==> src/rtl/reconstruccion.sv <==
// Frame reconstruction: fills a window of the local frame RAM from the image FIFO,
// then applies motion vectors (RAM[ref] -> RAM[act]) popped from the vector FIFO.
module reconstruccion #(
    parameter int unsigned MSBI = 10,
    parameter int unsigned PX_W = 24
) (
    input  logic                  clk_fsm,
    input  logic                  rst,
    input  logic                  start,
    output logic                  finish,
    output logic                  idle,
    input  logic [1:0]            cont_img,
    input  logic [MSBI:0]         window_limit,
    input  logic                  src_finish,
    input  logic                  img_fifo_empty,
    input  logic [PX_W+1:0]       img_fifo_data,
    output logic                  img_rd_req,
    input  logic                  vector_fifo_empty,
    input  logic [2*MSBI+3:0]     vector_fifo_data,
    output logic                  vector_rd_req,
    output logic [MSBI:0]         add_read,
    input  logic [PX_W-1:0]       data_rd,
    output logic [MSBI:0]         add_write,
    output logic [PX_W-1:0]       data_wr,
    output logic                  wr_enable,
    output logic [MSBI:0]         vec_count,
    output logic                  err_tag,
    output logic                  err_range,
    output logic [2:0]            real_state
);

    localparam int unsigned AW = MSBI + 1;
    localparam int unsigned VW = 2 * MSBI + 4;

    typedef enum logic [2:0] {
        IDLE      = 3'd0,
        IMG_WAIT  = 3'd1,
        IMG_POP   = 3'd2,
        VEC_WAIT  = 3'd3,
        VEC_POP   = 3'd4,
        VEC_LAT   = 3'd5,
        VEC_WRITE = 3'd6,
        FINISH    = 3'd7
    } state_t;

    state_t          state;
    logic [AW-1:0]   cnt;
    logic [AW-1:0]   ref_q;
    logic [AW-1:0]   act_q;
    logic            src_done;

    // Head-of-FIFO field decode
    logic [1:0]      img_tag;
    logic [PX_W-1:0] img_px;
    logic [1:0]      vec_tag;
    logic [AW-1:0]   vec_ref;
    logic [AW-1:0]   vec_act;
    logic            img_tag_ok;
    logic            vec_tag_ok;
    logic            vec_in_range;

    assign img_tag      = img_fifo_data[PX_W+1:PX_W];
    assign img_px       = img_fifo_data[PX_W-1:0];
    assign vec_tag      = vector_fifo_data[VW-1:VW-2];
    assign vec_ref      = vector_fifo_data[2*AW-1:AW];
    assign vec_act      = vector_fifo_data[AW-1:0];
    assign img_tag_ok   = (img_tag == cont_img);
    assign vec_tag_ok   = (vec_tag == cont_img);
    assign vec_in_range = (vec_ref < window_limit) && (vec_act < window_limit);

    always_ff @(posedge clk_fsm) begin
        if (rst) begin
            state     <= IDLE;
            cnt       <= '0;
            vec_count <= '0;
            err_tag   <= 1'b0;
            err_range <= 1'b0;
            src_done  <= 1'b0;
            ref_q     <= '0;
            act_q     <= '0;
        end else begin
            // End-of-vectors notice may arrive at any point of a run
            if (state != IDLE && src_finish) begin
                src_done <= 1'b1;
            end
            case (state)
                IDLE: begin
                    if (start) begin
                        cnt       <= '0;
                        vec_count <= '0;
                        err_tag   <= 1'b0;
                        err_range <= 1'b0;
                        src_done  <= src_finish;
                        state     <= IMG_WAIT;
                    end
                end
                IMG_WAIT: begin
                    if (cnt >= window_limit) begin
                        state <= VEC_WAIT;
                    end else if (!img_fifo_empty) begin
                        state <= IMG_POP;
                    end
                end
                IMG_POP: begin
                    if (img_tag_ok) begin
                        cnt <= cnt + AW'(1);
                    end else begin
                        err_tag <= 1'b1;
                    end
                    state <= IMG_WAIT;
                end
                VEC_WAIT: begin
                    if (!vector_fifo_empty) begin
                        state <= VEC_POP;
                    end else if (src_done) begin
                        state <= FINISH;
                    end
                end
                VEC_POP: begin
                    ref_q <= vec_ref;
                    act_q <= vec_act;
                    if (!vec_tag_ok) begin
                        err_tag <= 1'b1;
                        state   <= VEC_WAIT;
                    end else if (!vec_in_range) begin
                        err_range <= 1'b1;
                        state     <= VEC_WAIT;
                    end else begin
                        state <= VEC_LAT;
                    end
                end
                VEC_LAT: begin
                    state <= VEC_WRITE;
                end
                VEC_WRITE: begin
                    if (vec_count != {AW{1'b1}}) begin
                        vec_count <= vec_count + AW'(1);
                    end
                    state <= VEC_WAIT;
                end
                FINISH: begin
                    state <= IDLE;
                end
                default: begin
                    state <= IDLE;
                end
            endcase
        end
    end

    // Strobes decoded from state; forced quiet while reset is asserted
    always_comb begin
        finish        = 1'b0;
        idle          = 1'b0;
        img_rd_req    = 1'b0;
        vector_rd_req = 1'b0;
        wr_enable     = 1'b0;
        add_read      = ref_q;
        add_write     = cnt;
        data_wr       = img_px;
        case (state)
            IDLE: idle = 1'b1;
            IMG_POP: begin
                img_rd_req = 1'b1;
                wr_enable  = img_tag_ok;
            end
            VEC_POP: begin
                vector_rd_req = 1'b1;
                add_read      = vec_ref;
            end
            VEC_WRITE: begin
                wr_enable = 1'b1;
                add_write = act_q;
                data_wr   = data_rd;
            end
            FINISH: finish = 1'b1;
            default: begin
            end
        endcase
        if (rst) begin
            finish        = 1'b0;
            img_rd_req    = 1'b0;
            vector_rd_req = 1'b0;
            wr_enable     = 1'b0;
            idle          = 1'b1;
        end
    end

    assign real_state = state;

endmodule

==> config.mk <==
export PLATFORM = sky130hd
export DESIGN_NAME = reconstruccion
export DESIGN_NICKNAME = d
export VERILOG_FILES = /design/src/rtl/reconstruccion.sv
export SDC_FILE = /design/constraint.sdc
export NUM_CORES = 1
export LEC_CHECK = 0
export BUFFER_PORTS_ARGS = -buffer_cell sky130_fd_sc_hd__buf_2
export CAP_MARGIN = 0
export CORE_ASPECT_RATIO = 1.2
export CORE_UTILIZATION = 50
export CTS_CLUSTER_DIAMETER = 50
export DETAILED_ROUTE_END_ITERATION = 8
export PLACE_DENSITY = 0.85
export SYNTH_ARGS = -nofsm -noshare
export SYNTH_HDL_FRONTEND = slang
export SYNTH_SLANG_ARGS = --single-unit
==> constraint.sdc <==
create_clock -name clk_fsm -period 6.53 [get_ports clk_fsm]
set_input_delay 1.306 -clock clk_fsm [delete_from_list [all_inputs] [get_ports clk_fsm]]
set_output_delay 1.306 -clock clk_fsm [all_outputs]
set_load 0.03 [all_outputs]
* After elaboration in Yosys (flattened, before gate mapping)
Cells that the tools add are included.
** Cells by class
- $add $sub $neg :: 2
- Mux-type cells :: 36
- Bitwise operators :: 0
- $mul :: 0
- Eq/ne operators :: 19
- $lt $le $gt $ge :: 3
- Divide/modulo/power cells :: 0
- Shifts and indexed selects :: 0
- Reductions and logical operators :: 13
** Operators by type and width (count)
- $mux 11 :: 5
- $pmux 11 s2 :: 2
- $mux 24 :: 1
- $pmux 3 s8 :: 1
- $add 11x1->11 const B :: 2
- $lt 11x11->1 :: 2
- $mux 3 :: 7
- $mux 1 :: 17
- $ne 2x2->1 const B :: 7
- $eq 3x3->1 const B :: 4
- $ge 11x11->1 :: 1
- $ne 11x11->1 const B :: 1
- $reduce_and 3->1 :: 3
- $reduce_and 4->1 :: 2
- $eq 3x2->1 const B :: 2
- $ne 3x3->1 const B :: 2
- $reduce_bool 2->1 :: 3
- $reduce_bool 3->1 :: 2
- $eq 2x2->1 :: 2
- $pmux 1 s2 :: 2
- $eq 3x1->1 const B :: 1
- $logic_not 3->1 :: 1
- $pmux 1 s3 :: 1
- $logic_and 1x1->1 :: 2
** Storage, ports and cells
- Bits of input ports :: 93
- Bits in registers :: 50
- Memories kept :: 0
- Latch bits :: 0
- Bits in read-only memories :: 0
- Bits in writable memories :: 0
- Word-level logic and storage cells :: 81

* Logic depth before layout (Yosys ltp)
Gate-level depths: netlist of run 1.
- Depth after elaboration :: 5
- Mapped depth :: 8
- Depth with buffers taken out :: 8

* Worst setup path after synthesis of run 1
Ideal clock, no wire load.
- Path kind :: input to output
- Start point :: input port rst
- End point :: output port wr_enable
- Stages :: 3
- Data arrival time :: 2387 ps
- Slack :: 2837 ps
- Path through :: clkbuf_1 -> nand2b_1 -> a211oi_1
** Between the ends
- Cells in the longest elaborated chain, start to end :: 1
** RTL lines
- start, declared :: line 8 : input logic rst,
- $mux 1 :: line 180 : if (rst) begin
- end, declared :: line 25 : output logic wr_enable,
No other way between the ends.

* Final worst setup path of run 1
- Start point :: register state[0] (netlist: real_state[0])
- End point :: output port add_write[9]
** Between the ends
- Cells in the longest elaborated chain, start to end :: 2
** RTL lines
- start, declared :: line 46 : state_t state;
- start signal, assigned :: line 73 : state <= IDLE;
- start signal, assigned :: line 94 : state <= IMG_WAIT;
- start signal, assigned :: line 99 : state <= VEC_WAIT;
- $eq 3x3->1 :: line 161 : case (state)
- $mux 11 :: line 161
- end, declared :: line 23 : output logic [MSBI:0] add_write,
No other way between the ends.

==> flow_metrics.py, run 1 <==
metrics = {
    "setup_path": {
        "critPathKind": "reg2out",
        "crit_arrival_ps": 2600,
        "reg2reg_setup_slack_ps": 4080,
        "path_max_fanout": 25,
        "crit-reg2reg-launch": "real_state[1]",
        "reg2reg_depth": 6,
        "cp-end-kind": "output pin",
        "cp-start-kind": "register",
        "cp_data_required_time_ps": 5220,
        "startpoint": "real_state[0]",
        "r2r_end": "vec_count[4]",
    },
    "layout": {
        "final_layout_size_suffix_gt1_share_pct": 37.6,
        "final_area_um2": 4300,
        "area_growth_syn_to_layout_pct": 28.2,
        "final-instance-count-excl-fill": 643,
        "nNetsFinal": 683,
        "insertedDiodeCount": 0,
        "utilization_pct": 66.7,
    },
    "grt": {
        "grt_overflow": 0,
        "track_usage_pct": 25.0,
        "grt_pass1_vias": 3319,
        "grt_max_degree": 35,
        "grt_pass1_wl_um": 14300,
        "antenna_found_initial": 0,
    },
    "floorplan": {
        "start_util_pct": 52.0,
        "die_area_um2": 7040,
        "core_area_um2": 6450,
        "dieWidth_um": 76.8,
        "rows": 32,
        "io_pins": 160,
        "fp.dieH_um": 91.7,
    },
    "place": {
        "dpl_cell_area_um2": 4190,
        "dpl.cell_count": 635,
        "port_buffers": 159,
        "gp_congestion": 0.851,
        "hpwl_um": 6900,
        "pre_cts_slack_ps": 2900,
    },
    "synth": {
        "synthDistinctLibCells": 46,
        "yosysWarnings": 0,
        "synth_area_um2": 3350,
        "ys.flop_type": "dfxtp_1",
        "synth_edf_count": 0,
        "syn_nets": 535,
        "yosysSeqAreaShare_pct": 29.8,
        "syn_avg_cell_area_um2": 8.20,
        "async_reset_ff_share_pct": 0,
        "synth_seq_cells": 50,
        "netlist_instances": 409,
    },
    "pwr": {
        "p_leak_nw": 2.17,
        "p_total_mw": 0.713,
        "power.density_nw_per_um2": 166,
        "peakVddDrop_mv": 0.107,
    },
    "sta": {
        "slew_viol_final": 0,
        "setup_ws_ps": 2620,
        "max_clock_freq_mhz": 256,
        "fin_skew_ps": 11.6,
        "min_period_ps": 3910,
        "whs_ps": 464,
        "period_share_pct": 59.8,
        "hold_violations": 0,
        "setup_tns_ps": 0,
        "rsz0062_at_grt": "false",
        "max_slew_margin_pct": 44.5,
        "worst_pin_slew_ps": 832,
        "setup_violations": 0,
    },
    "clocking": {
        "cts_setup_buffers": 0,
        "clock-root-buffer": "clkbuf_8",
        "path_clk_slew_ps": 100,
        "h-tree-depth": 2,
        "cts_tree": "yes",
        "cts.sinks": 50,
        "cts_buffer_depth": 2,
        "clock_latency_ps": 310,
        "cts_resized": 0,
        "cts-hold-fix-buffers": 0,
        "cts_buffers": 5,
    },
    "routing": {
        "drtIter0Drc": 90,
        "vias_per_cell": 5.42,
        "ant_nets": 0,
        "vias": 3483,
        "drc": 0,
        "detail_route.first_pass.iterations": 4,
        "routed_wl_um": 8790,
        "wire_per_inst_um": 13.7,
    },
    "worst_hold_path": {
        "hp-class": "reg2reg",
        "worstHoldStart": "err_range",
        "hold_end": "err_range",
        "whs_path_depth": 2,
    },
    "flow_run": {
        "maxCapViolCount": 0,
    },
    "run_status": {
        "status": "completed",
    },
}
[Yosys cell counts (2+ instances only)]
cell / number / area share [%]
nand2_1: 68 / 7.6
dfxtp_1: 50 / 30
a21oi_1: 40 / 6.0
mux2_2: 35 / 12
ha_1: 33 / 12
nor2_1: 27 / 3.0
inv_1: 20 / 2.2
nand3_1: 17 / 2.5
xor2_1: 15 / 3.9
clkbuf_1: 12 / 1.3
nand2b_1: 9 / 1.7
nand4_1: 9 / 1.7
buf_2: 7 / 1.0
xnor2_1: 7 / 1.8
and3_1: 6 / 1.1
a211oi_1: 4 / 0.90
nor3_1: 4 / 0.60
a21o_1: 3 / 0.67
and2_1: 3 / 0.56
and4_1: 3 / 0.78
nor2b_1: 3 / 0.56
o21ai_0: 3 / 0.45
a2111o_1: 2 / 0.67
a2111oi_0: 2 / 0.52
a31oi_1: 2 / 0.37
mux2i_1: 2 / 0.60
nor3_2: 2 / 0.60
o22ai_1: 2 / 0.37
or2_2: 2 / 0.37
[how the worst max path moves through the flow]
stage                        end  slack (ps)  cells past startpoint
finish              add_write[9]        2620                      4
global route        add_write[9]        2440                      4
floorplan              wr_enable        2840                      3
detailed placement     wr_enable        2900                      4
global placement       wr_enable        2910                      4
CTS                 add_write[8]        2610                      4
[per-layer routing]
metal  GRT usage, %  part of all wire, %  vias to the layer above
li1               -                    -                     1726
met1           25.8                   39                     1611
met2           47.7                   52                      124
met3           5.17                  5.9                       22
met4           11.1                  2.9                        0
met5              0                    0                        -
[placed cells by master, fill, tap and decap left out, drive strengths merged, types with 2 or more instances in the layout]
master   instances
buf            161
nand2           68
dfxtp           50
a21oi           41
mux2            35
ha              33
nor2            27
inv             21
nand3           17
xor2            15
nand2b           9
nand4            9
xnor2            7
and3             6
nor3             6
clkbuf           5
a211oi           4
nor2b            3
and2             3
and4             3
o21ai            3
a21o             3
or2              2
a31oi            2
a2111o           2
a2111oi          2
mux2i            2
o22ai            2
[critical path, cell delays in order (launching register included)]
cell      delay [ps]
dfxtp_1          700
nand3b_1         570
buf_4            430
mux2_2           390
buf_2            180
[power by group]
| group | total (mW) | switching [mW] | internal [mW] |
|---|---|---|---|
| registers | 0.320 | 0.0101 | 0.310 |
| logic | 0.164 | 0.0957 | 0.0682 |
| clock network | 0.229 | 0.114 | 0.115 |
| total | 0.713 | 0.219 | 0.493 |
[flip-flops by register name, summed over array words and instances, names as in the netlist]
name,cells
act_q,11
cnt,11
ref_q,11
vec_count,11
real_state,3
err_range,1
err_tag,1
src_done,1
[final cells by class]
type | instances | area (um^2)
sequential | 50 | 1000
multi-input combinational | 319 | 2190
inverter | 20 | 75.1
tap | 85 | 106
clock buffer | 5 | 68.8
timing repair buffer | 161 | 811
fill | 546 | 2150
clock inverter | 3 | 43.8
[kinds of logic after synthesis]
group / Yosys count / share of synthesized area (%)
adder cells (fa/ha/maj): 33 / 12.3
XOR/XNOR: 22 / 5.74
AO/OA/AOI/OAI: 68 / 12.5
multiplexers: 37 / 12.3
flip-flops: 50 / 29.8
buffers and inverters: 40 / 4.74
AND/OR/NAND/NOR: 159 / 22.6
Note: power is estimated with default switching activity, not from simulation.
==> run 2, diff against run 1 <==
CORE_UTILIZATION = 47   (was 50)
PLACE_DENSITY = 0.81   (was 0.85)
clock period = 4.1 ns   (was 6.53 ns; I/O delays follow)
==> run 2 against run 1 <==
Effect of this change: setup slack worse by 1800 ps; critical path type unchanged; largest power group unchanged; highest routed layer unchanged; clock skew decreased by 0.79 ps; non-clock buffer count rose by 1; largest cell class unchanged.
==> flow_metrics.py, run 2 (same netlist as run 1, synthesis figures left out) <==
metrics = {
    "setup_path": {
        "crit-reg2reg-launch": "real_state[1]",
        "reg2reg_setup_slack_ps": 1760,
        "path_max_fanout": 22,
        "cp-start-kind": "register",
        "cp-end-kind": "output pin",
        "cp_data_required_time_ps": 3280,
        "crit_arrival_ps": 2410,
        "reg2reg_depth": 7,
        "critPathKind": "reg2out",
        "r2r_end": "vec_count[4]",
    },
    "floorplan": {
        "start_util_pct": 48.9,
        "die_area_um2": 7480,
        "rows": 33,
        "core_area_um2": 6850,
        "io_pins": 160,
        "fp.dieH_um": 94.5,
        "dieWidth_um": 79.1,
    },
    "place": {
        "gp_congestion": 0.891,
        "dpl.cell_count": 638,
        "port_buffers": 159,
        "hpwl_um": 6990,
        "dpl_cell_area_um2": 4200,
        "pre_cts_slack_ps": 1210,
    },
    "clocking": {
        "cts.sinks": 50,
        "clock_latency_ps": 310,
        "h-tree-depth": 2,
        "cts_resized": 0,
        "cts_setup_buffers": 0,
        "path_clk_slew_ps": 100,
        "cts_buffer_depth": 2,
        "cts_buffers": 5,
        "cts-hold-fix-buffers": 0,
        "cts_tree": "yes",
        "clock-root-buffer": "clkbuf_8",
    },
    "layout": {
        "final-instance-count-excl-fill": 646,
        "nNetsFinal": 684,
        "area_growth_syn_to_layout_pct": 27.7,
        "insertedDiodeCount": 0,
        "final_area_um2": 4280,
        "fillCellCount": 627,
        "utilization_pct": 62.5,
        "layout_commonest_cell": "buf_2",
        "layout_common_cells": "buf_2 (159), nand2_1 (68), dfxtp_1 (50)",
        "final_layout_size_suffix_gt1_share_pct": 37.6,
    },
    "worst_hold_path": {
        "hp-class": "reg2reg",
        "worstHoldStart": "act_q[8]",
        "hold_end": "act_q[8]",
        "whs_path_depth": 2,
    },
    "sta": {
        "hold_violations": 0,
        "setup_ws_ps": 866,
        "max_clock_freq_mhz": 309,
        "min_period_ps": 3230,
        "rsz0062_at_grt": "false",
        "setup_tns_ps": 0,
        "slew_viol_final": 0,
        "period_share_pct": 78.9,
        "fin_skew_ps": 10.8,
        "setup_violations": 0,
        "whs_ps": 458,
        "max_slew_margin_pct": 46.3,
        "worst_pin_slew_ps": 805,
    },
    "routing": {
        "wire_per_inst_um": 13.5,
        "routed_wl_um": 8730,
        "detail_route.first_pass.iterations": 4,
        "ant_nets": 0,
        "drc": 0,
        "vias_per_cell": 5.32,
        "vias": 3439,
        "drtIter0Drc": 102,
    },
    "grt": {
        "grt_pass1_vias": 3390,
        "grt-busiest-layer": "met2",
        "grt_use_met1_pct": 25.3,
        "track_usage_pct": 24.0,
        "antenna_found_initial": 0,
        "grt_use_met3_pct": 4.15,
        "grt_overflow": 0,
        "grt_pass1_wl_um": 14300,
        "met2_usage_pct": 46.4,
        "grt_max_degree": 35,
    },
    "pwr": {
        "internal_power_mw": 0.723,
        "sw_frac_of_total_pct": 31.6,
        "p_total_mw": 1.06,
        "power.density_nw_per_um2": 247,
        "p_leak_nw": 2.16,
        "p_sw_mw": 0.334,
        "peakVddDrop_mv": 0.151,
        "combPwrFrac_pct": 24.5,
        "power_frac_clock_pct": 27.2,
        "p_seq_share_pct": 48.2,
    },
    "run_status": {
        "status": "completed",
    },
    "flow_run": {
        "maxCapViolCount": 0,
    },
}
-- run 2: cell types whose count changed in the layout (fill, tap and decap cells not counted) --
| cell | before | now |
|---|---|---|
| clkinv_4 | 0 | 1 |
| clkbuf_1 | 0 | 1 |
| inv_6 | 1 | 0 |
| bufinv_16 | 1 | 0 |
| buf_4 | 2 | 3 |
-- run 2: worst max-delay path by stage --
| stage | end | start | cells after the start |
|---|---|---|---|
| finish | add_read[6] | real_state[1] | 5 |
| floorplan | wr_enable | real_state[1] | 4 |
| CTS | add_read[6] | real_state[1] | 5 |
| detailed placement | add_read[6] | real_state[1] | 5 |
| global placement | add_read[10] | real_state[1] | 5 |
| global route | add_read[1] | real_state[1] | 5 |
-- run 2: critical path: stages (launching register included) --
cell and delay, ps:
dfxtp_1 700, nand2b_1 270, nand2b_1 660, nand2_1 170
nand2_1 110, buf_2 190
-- run 2: area by class of cell --
class | instances | area (um^2) | share of cell area [%]
clock buffers | 6 | 72.6 | 1.69
clock inverters | 2 | 13.8 | 0.321
inverters | 20 | 75.1 | 1.75
multi-input cells | 319 | 2190 | 51.2
flip-flops and latches | 50 | 1000 | 23.4
well taps | 87 | 109 | 2.54
repair buffers | 162 | 818 | 19.1
-- run 2: routing by layer --
metal / routed length, um / share of wire (%)
met1: 3480 / 40
met2: 4490 / 51
met3: 545 / 6.2
met4: 216 / 2.5
met5: 0 / 0
-- run 2: power by group through the flow --
| stage | clock network, mW | registers (mW) | logic, mW |
|---|---|---|---|
| 6_report | 0.288 | 0.510 | 0.259 |
| 5_1_grt | 0.309 | 0.511 | 0.287 |
| 4_1_cts | 0.294 | 0.510 | 0.260 |
| 3_5_place_dp | 0 | 0.521 | 0.258 |
| 3_3_place_gp | 0 | 0.520 | 0.251 |
| 2_1_floorplan | 0 | 0.516 | 0.169 |
==> run 3, diff against run 2 <==
clock period = 3.4 ns   (was 4.1 ns; I/O delays follow)
==> run 3 against run 2 <==
Effect of this change: critical path depth fell by 1; cell count did not move; clock-buffer cell count fell by 1; via count rose by 1.2%; hold slack improved by 3.9 ps; critical path type unchanged.
==> flow_metrics.py, run 3 (same netlist as run 1, synthesis figures left out) <==
metrics = {
    "run_status": {
        "status": "completed",
    },
    "setup_path": {
        "critPathMaxStageDelay_ps": 710,
        "path_max_fanout": 38,
        "cp_data_required_time_ps": 2720,
        "crit_arrival_ps": 2240,
        "cp-start-kind": "register",
        "slowest_stage": "dfxtp_1",
        "critPathBufInv": 2,
        "cp-end-kind": "output pin",
        "critPathTopFamily": "flip-flops",
        "critPathKind": "reg2out",
        "path_cells": "nand3b_1 > buf_4 > mux2_2 > buf_2",
    },
    "sta": {
        "period_share_pct": 85.7,
        "slew_viol_final": 0,
        "fin_skew_ps": 13.8,
        "setup_violations": 0,
        "rsz0062_at_grt": "false",
        "setup_ws_ps": 485,
        "whs_ps": 462,
        "min_period_ps": 2920,
        "setup_tns_ps": 0,
        "max_clock_freq_mhz": 343,
        "worst_pin_slew_ps": 783,
        "hold_violations": 0,
        "max_slew_margin_pct": 47.8,
    },
    "pwr": {
        "p_leak_nw": 2.17,
        "combPwrFrac_pct": 22.7,
        "sw_frac_of_total_pct": 31.0,
        "p_total_mw": 1.38,
        "p_seq_share_pct": 44.7,
        "p_sw_mw": 0.427,
        "power_frac_clock_pct": 32.6,
        "internal_power_mw": 0.950,
        "power.density_nw_per_um2": 319,
        "peakVddDrop_mv": 0.178,
    },
    "layout": {
        "insertedDiodeCount": 0,
        "utilization_pct": 63.0,
        "nNetsFinal": 684,
        "layout_common_cells": "buf_2 (159), nand2_1 (68), dfxtp_1 (50)",
        "fillCellCount": 643,
        "layout_commonest_cell": "buf_2",
        "final-instance-count-excl-fill": 646,
        "final_layout_size_suffix_gt1_share_pct": 37.7,
        "area_growth_syn_to_layout_pct": 28.6,
        "final_area_um2": 4320,
    },
    "flow_run": {
        "maxCapViolCount": 0,
    },
    "grt": {
        "antenna_found_initial": 0,
        "grt_pass1_vias": 3411,
        "track_usage_pct": 24.3,
        "grt_overflow": 0,
        "grt_max_degree": 39,
        "grt_pass1_wl_um": 14500,
    },
    "clocking": {
        "cts_buffer_depth": 2,
        "cts_buffers": 5,
        "cts_setup_buffers": 0,
        "clock-root-buffer": "clkbuf_8",
        "cts_resized": 0,
        "cts.sinks": 50,
        "path_clk_slew_ps": 100,
        "cts-hold-fix-buffers": 0,
        "h-tree-depth": 2,
        "clock_latency_ps": 310,
        "cts_tree": "yes",
    },
    "routing": {
        "detail_route.first_pass.iterations": 4,
        "vias_per_cell": 5.39,
        "routed_wl_um": 9070,
        "drtIter0Drc": 134,
        "wire_per_inst_um": 14.0,
        "drc": 0,
        "ant_nets": 0,
        "vias": 3480,
    },
    "floorplan": {
        "fp.dieH_um": 94.5,
        "die_area_um2": 7480,
        "start_util_pct": 48.9,
        "dieWidth_um": 79.1,
        "io_pins": 160,
        "core_area_um2": 6850,
        "rows": 33,
    },
    "place": {
        "pre_cts_slack_ps": 832,
        "dpl_cell_area_um2": 4200,
        "hpwl_um": 7160,
        "dpl.cell_count": 638,
        "gp_congestion": 0.912,
        "port_buffers": 159,
    },
    "worst_hold_path": {
        "hp-class": "reg2reg",
    },
}
run 3: cell count changes in the layout (fill, tap and decap cells not counted):
cell        before  now
clkbuf_1         1    0
clkinv_4         1    0
clkinv_2         1    0
clkinvlp_4       0    1
inv_8            0    1
bufinv_16        0    1
run 3: tightest hold or removal path, stage by stage, from the launching register on:
cell and delay [ps]:
dfxtp_1 320, nand2_1 50, a21oi_1 50
run 3: area by class of cell:
cell class	instances	area, um^2	share of cell area, %
timing repair buffer	162	818	19.0
multi-input combinational	319	2190	50.9
clock buffer	5	68.8	1.59
clock inverter	3	48.8	1.13
inverter	20	75.1	1.74
sequential	50	1000	23.2
tap	87	109	2.52
run 3: path summary, 6_finish.rpt:
path                               startpoint  slack [ps]      endpoint  cells past startpoint
worst max-delay path            real_state[0]         480   data_wr[19]                      4
worst min register to register       act_q[7]         460      act_q[7]                      2
worst max register to register  real_state[0]        1090  vec_count[6]                      7
worst min-delay path                 act_q[7]         460      act_q[7]                      2
run 3: power by group through the flow:
stage / registers (mW) / clock network [mW] / logic (mW)
after floorplan: 0.623 / 0 / 0.204
after global placement: 0.628 / 0 / 0.302
after detailed placement: 0.628 / 0 / 0.312
after CTS: 0.615 / 0.458 / 0.313
after global routing: 0.618 / 0.477 / 0.345
final: 0.615 / 0.450 / 0.313
run 3: metal layers:
| layer | global-route usage (%) | wire [um] | share of wire, % |
|---|---|---|---|
| met1 | 26.4 | 3590 | 40 |
| met5 | 0 | 0 | 0 |
| met3 | 4.44 | 504 | 5.6 |
| met4 | 10.0 | 249 | 2.7 |
| met2 | 45.9 | 4730 | 52 |
